$ cat src/rtl/serial_adder_ctrl.sv
// serial_adder_ctrl: bit-serial add/sub sequencer around a single full-adder cell, LSB first over WIDTH cycles
//   clk, rst_n (async, active-low)
//   start, sub, op_a, op_b : request and operands, sampled in IDLE or DONE
//   busy, done             : busy while running, done pulses one cycle with the valid result
//   result, carry_out, overflow : sum/difference, final carry (1 = no borrow on sub), signed overflow
module serial_adder_ctrl #(
  parameter int WIDTH = 8
) (
  input  logic             clk,
  input  logic             rst_n,
  input  logic             start,
  input  logic             sub,
  input  logic [WIDTH-1:0] op_a,
  input  logic [WIDTH-1:0] op_b,
  output logic             busy,
  output logic             done,
  output logic [WIDTH-1:0] result,
  output logic             carry_out,
  output logic             overflow
);
  localparam int CNT_W = $clog2(WIDTH + 1);
  typedef enum logic [1:0] {IDLE, RUN, DONE} state_t;
  state_t state, state_nx;
  logic [WIDTH-1:0] a_sh, b_sh;
  logic [CNT_W-1:0] cnt;
  logic c_reg, acc, last, s, cy;
  assign busy = state == RUN;
  assign done = state == DONE;
  assign acc  = start && state != RUN;
  assign last = busy && cnt == CNT_W'(WIDTH - 1);
  assign s    = a_sh[0] ^ b_sh[0] ^ c_reg;
  assign cy   = (a_sh[0] & b_sh[0]) | (c_reg & (a_sh[0] ^ b_sh[0]));
  always_comb begin
    state_nx = acc ? RUN : busy ? (last ? DONE : RUN) : IDLE;
  end
  always_ff @(posedge clk or negedge rst_n) begin
    if (!rst_n) state <= IDLE;
    else state <= state_nx;
  end
  always_ff @(posedge clk or negedge rst_n) begin
    if (!rst_n) begin
      a_sh      <= '0;
      b_sh      <= '0;
      cnt       <= '0;
      c_reg     <= 1'b0;
      result    <= '0;
      carry_out <= 1'b0;
      overflow  <= 1'b0;
    end else if (acc) begin
      a_sh   <= op_a;
      b_sh   <= sub ? ~op_b : op_b;
      c_reg  <= sub;
      cnt    <= '0;
      result <= '0;
    end else if (busy) begin
      result <= {s, result[WIDTH-1:1]};
      a_sh   <= a_sh >> 1;
      b_sh   <= b_sh >> 1;
      c_reg  <= cy;
      cnt    <= last ? cnt : cnt + CNT_W'(1);
      if (last) begin
        carry_out <= cy;
        overflow  <= c_reg ^ cy;
      end
    end
  end
endmodule

$ cat config.mk
export PLATFORM = sky130hd
export DESIGN_NAME = serial_adder_ctrl
export DESIGN_NICKNAME = d
export VERILOG_FILES = /design/src/rtl/serial_adder_ctrl.sv
export SDC_FILE = /design/constraint.sdc
export NUM_CORES = 1
export LEC_CHECK = 0
export CAP_MARGIN = 15
export CORE_MARGIN = 4
export CORE_UTILIZATION = 45
export CTS_BUF_LIST = sky130_fd_sc_hd__clkbuf_4 sky130_fd_sc_hd__clkbuf_8
export CTS_CLUSTER_SIZE = 16
export DETAILED_ROUTE_END_ITERATION = 8
export DONT_BUFFER_PORTS = 1
export GPL_TIMING_DRIVEN = 0
export SLEW_MARGIN = 20
export SYNTH_ARGS = -nofsm -noshare
export SYNTH_HDL_FRONTEND = slang
export SYNTH_SLANG_ARGS = --single-unit
$ cat constraint.sdc
create_clock -name clk -period 1.45 [get_ports clk]
set_input_delay 0.145 -clock clk [delete_from_list [all_inputs] [get_ports clk]]
set_output_delay 0.145 -clock clk [all_outputs]
set_load 0.01 [all_outputs]
Word-level counts from Yosys, hierarchy flattened --
Cells that the tools add are included.
Storage, ports and cells: flip-flop bits (word level) 33, input port bits 20
Cells by class: muxes and demuxes 15, reductions and logical operators 5, equal/unequal tests 5, bitwise gates (word level) 8, add/sub/neg operators 1
Operator list (count):
- $mux W8 | 7
- $mux W4 | 3
- $not A8 Y8 | 1
- $mux W2 | 3
- $add A4 B1 Y4 const B | 1
- $eq A4 B3 Y1 const B | 1
- $reduce_and A3 Y1 | 1
- $xor A1 B1 Y1 | 3
- $and A1 B1 Y1 | 2
- $eq A2 B1 Y1 const B | 1
- $eq A2 B2 Y1 const B | 1
- $logic_and A1 B1 Y1 | 2
- $mux W1 | 2
- $ne A2 B1 Y1 const B | 1
- $ne A2 B2 Y1 const B | 1
- $reduce_and A2 Y1 | 1
- $reduce_bool A2 Y1 | 1
- $not A1 Y1 | 1
- $or A1 B1 Y1 | 1

Depth between registers and ports, before layout --
depth after elaboration 5, depth in mapped cells 6

Worst setup path after synthesis --
No wires, ideal clock.
path type register to register, start point register a_sh[0], end point register overflow, setup slack 0.085 ns, path buffers 0, required time 1.323 ns, cell stages (with the launch flop) 5, data arrival time 1.238 ns, cell sequence dfrtp_1 inv_1 fa_1 xnor2_1 mux2_1
On the way: longest elaborated chain between the ends 4
RTL lines:
- start: declaration | RTL line 24 | logic [WIDTH-1:0] a_sh, b_sh;
- start signal: assignment | RTL line 50 | a_sh <= op_a;
- start signal: assignment | RTL line 57 | a_sh <= a_sh >> 1;
- $xor A1 B1 Y1 | RTL line 32 | assign cy = (a_sh[0] & b_sh[0]) | (c_reg & (a_sh[0] ^ b_sh[0]));
- $and A1 B1 Y1 | RTL line 32
- $or A1 B1 Y1 (*) | RTL line 32
- $xor A1 B1 Y1 (*) | RTL line 63 | overflow <= c_reg ^ cy;
- end signal: assignment | RTL line 63
- end: declaration | RTL line 19 | output logic overflow
Mark *: on every way between the ends. The rest lies on a longest branch, timed or not. A chain may end at the register's enable or synchronous reset.

Worst setup path after layout --
Same ends and word-level chain as after synthesis.

==> impl_metrics.toml <==
[die]
start_util = 0.473
rows = 21
die_h_um = 67.7
die_area_um2 = 4580
core-area_um2 = 3390
die_w_um = 67.7
boundaryPins = 32

[detailed_routing]
dr.pass1.iters = 4
remaining_drc_errors = 0
drt.antenna.violating_nets = 0
routed_wl_um = 3280
num_vias = 1132
via_per_inst = 5.22
wl_per_cell_um = 15.1
drt-initial-drc-count = 25

[global_routing]
grt.total_usage = 0.165
grt_pass1_wl_um = 5480
first_global_vias = 1143
grt_max_degree = 34
antenna_found_initial = 0
grt_overflow_total = 0

[logic_synthesis]
syn_inst = 151
seq_area_frac_synth = 0.515
ys_types = 33
synth_nets = 173
syn_avg_cell_area_um2 = 10.6
ys_ff_latch = 33
synth_warnings = 0
netlist_area_um2 = 1600

[sta]
max_slew.worst_pin.slew_ns = 0.357
max_freq_mhz = 722
whs_ns = 0.0123
slew_violations = 0
timing.setup.tns_ns = 0
finalCriticalPeriod_ns = 1.39
setup_viol = 0
finalCritPeriodShare = 0.955
hold_viol_final = 0
clock_skew_ns = 0.00576
rsz0062_at_grt = "false"
slew_headroom = 0.762

[worst_setup_path]
worstPathRequired_ns = 1.67
worstSetupPathType = "reg -> reg"
crit_fanout = 3
critPathLaunchType = "register"
end_kind = "register"
arrival_ns = 1.60

[cells_and_area]
layout.nets = 193
final_common_cell = "dfrtp_1"
reg_top3 = "a_sh: 8 flops, b_sh: 8 flops, result: 8 flops"
area_growth_pct = 17.4
antenna_cells = 0
drive_gt1_frac = 0.170
layout_common_cells = "33 x dfrtp_1, 30 x nand2_1, 16 x mux2i_1, 16 x o21ai_1, 8 x nand3b_1"

[clocking]
clk_pin_slew_ns = 0.09
tritoncts = "done"
cts-htree-levels = 2
cts_root_buf = "clkbuf_4"
clkLatencyLatePin_ns = 0.33
clockBufferDepth = 2
cts_buffers = 5
clock-sinks = 33

[outcome]
status = "finished, final reports clean"

[power]
leakagePower_nw = 0.908
vdd_drop_max_v = 0.000656
power_density_nw_per_um2 = 1890

[placement]
portBuffers = 0
place.gp.congestion = 0.735
dpl.hpwl_um = 2240

[worst_hold_path]
hold_path.class = "in -> reg"

[job]
drv_cap = 0
[layer usage]
layer	track usage	up-vias	routed length [µm]
li1	-	551	-
met4	0.0684	0	46
met2	0.258	30	1590
met5	0	-	0
met1	0.205	545	1440
met3	0.0616	6	200
[through the flow]
step	instance area (µm²)	setup WS (ns)	utilization	power, mW	std cells
global placement	1660	0.0132	0.490	2.73	197
floorplan	1600	0.0846	-	2.51	151
global route	1880	0.00182	0.556	3.86	217
CTS	1840	0.00880	0.543	3.52	212
detailed placement	1660	0.00881	0.490	2.81	197
finish	1880	0.0648	0.556	3.57	217
[kinds of logic after synthesis]
family	Yosys count	synth area share
simple gates	49	0.153
flops	33	0.515
xor+xnor	9	0.0491
compound gates	25	0.0952
fa+ha+maj	2	0.0203
mux	18	0.114
buf+inv	15	0.0538
[path summary, 6_finish.rpt]
path | from | to | slack [ns] | cells after the start
max | a_sh[0]$_DFFE_PN0P_ | overflow$_DFFE_PN0P_ | 0.06 | 4
min | op_a[3] | a_sh[3]$_DFFE_PN0P_ | 0.01 | 2
max reg2reg | a_sh[0]$_DFFE_PN0P_ | overflow$_DFFE_PN0P_ | 0.06 | 4
min reg2reg | a_sh[3]$_DFFE_PN0P_ | a_sh[2]$_DFFE_PN0P_ | 0.50 | 2
max in group asynchronous | rst_n | a_sh[1]$_DFFE_PN0P_ | 1.02 | 2
min in group asynchronous | rst_n | b_sh[2]$_DFFE_PN0P_ | 0.26 | 2
[cell type report]
class                   count  area (µm²)
fillers                   293        1510
flip-flops and latches     33         826
multi-input cells         103         694
repair buffers             13         153
plain buffers               9        68.8
clock buffers               7        58.8
well taps                  46        57.6
inverters                   6        25.0
[what timing repair did]
action	CTS	global route
hold buffers	7	1
hold endpoints to repair	38	1
gates resized for setup	2	1
endpoints found under the setup margin	2	2
cloned	1	0
buffers inserted	0	4
pin swaps	0	0
[worst max-delay path: stages, from the launching register on]
cell and delay (ns):
dfrtp_1 0.35, inv_1 0.06, fa_2 0.42, xnor2_1 0.14, mux2_1 0.29
[cells in the mapped netlist (all sizes together)]
cell    count  share of area
a221o       1         0.0062
nor4        1         0.0039
a31oi       1         0.0039
dfrtp      33           0.51
xor2        7          0.038
nand2b      2          0.014
nand2      30          0.070
ha          1         0.0078
o21ai      16          0.050
a211oi      1         0.0047
clkbuf      1         0.0023
o22ai       1         0.0078
o211a       1         0.0062
inv         6          0.016
nor2        5          0.013
buf         8          0.036
o31ai       1         0.0047
nand3b      9          0.044
nand3       1         0.0031
fa          1          0.012
xnor2       2          0.011
mux2i      16           0.10
a22o        1         0.0055
a21oi       2         0.0062
nor2b       1         0.0039
mux2        2          0.014
[power breakdown]
group / total [mW] / switching (mW) / internal [mW]
logic: 1.44 / 0.721 / 0.724
clock network: 0.535 / 0.287 / 0.247
registers: 1.59 / 0.309 / 1.28
total: 3.57 / 1.32 / 2.25
Note: power is estimated with default switching activity, not from simulation.
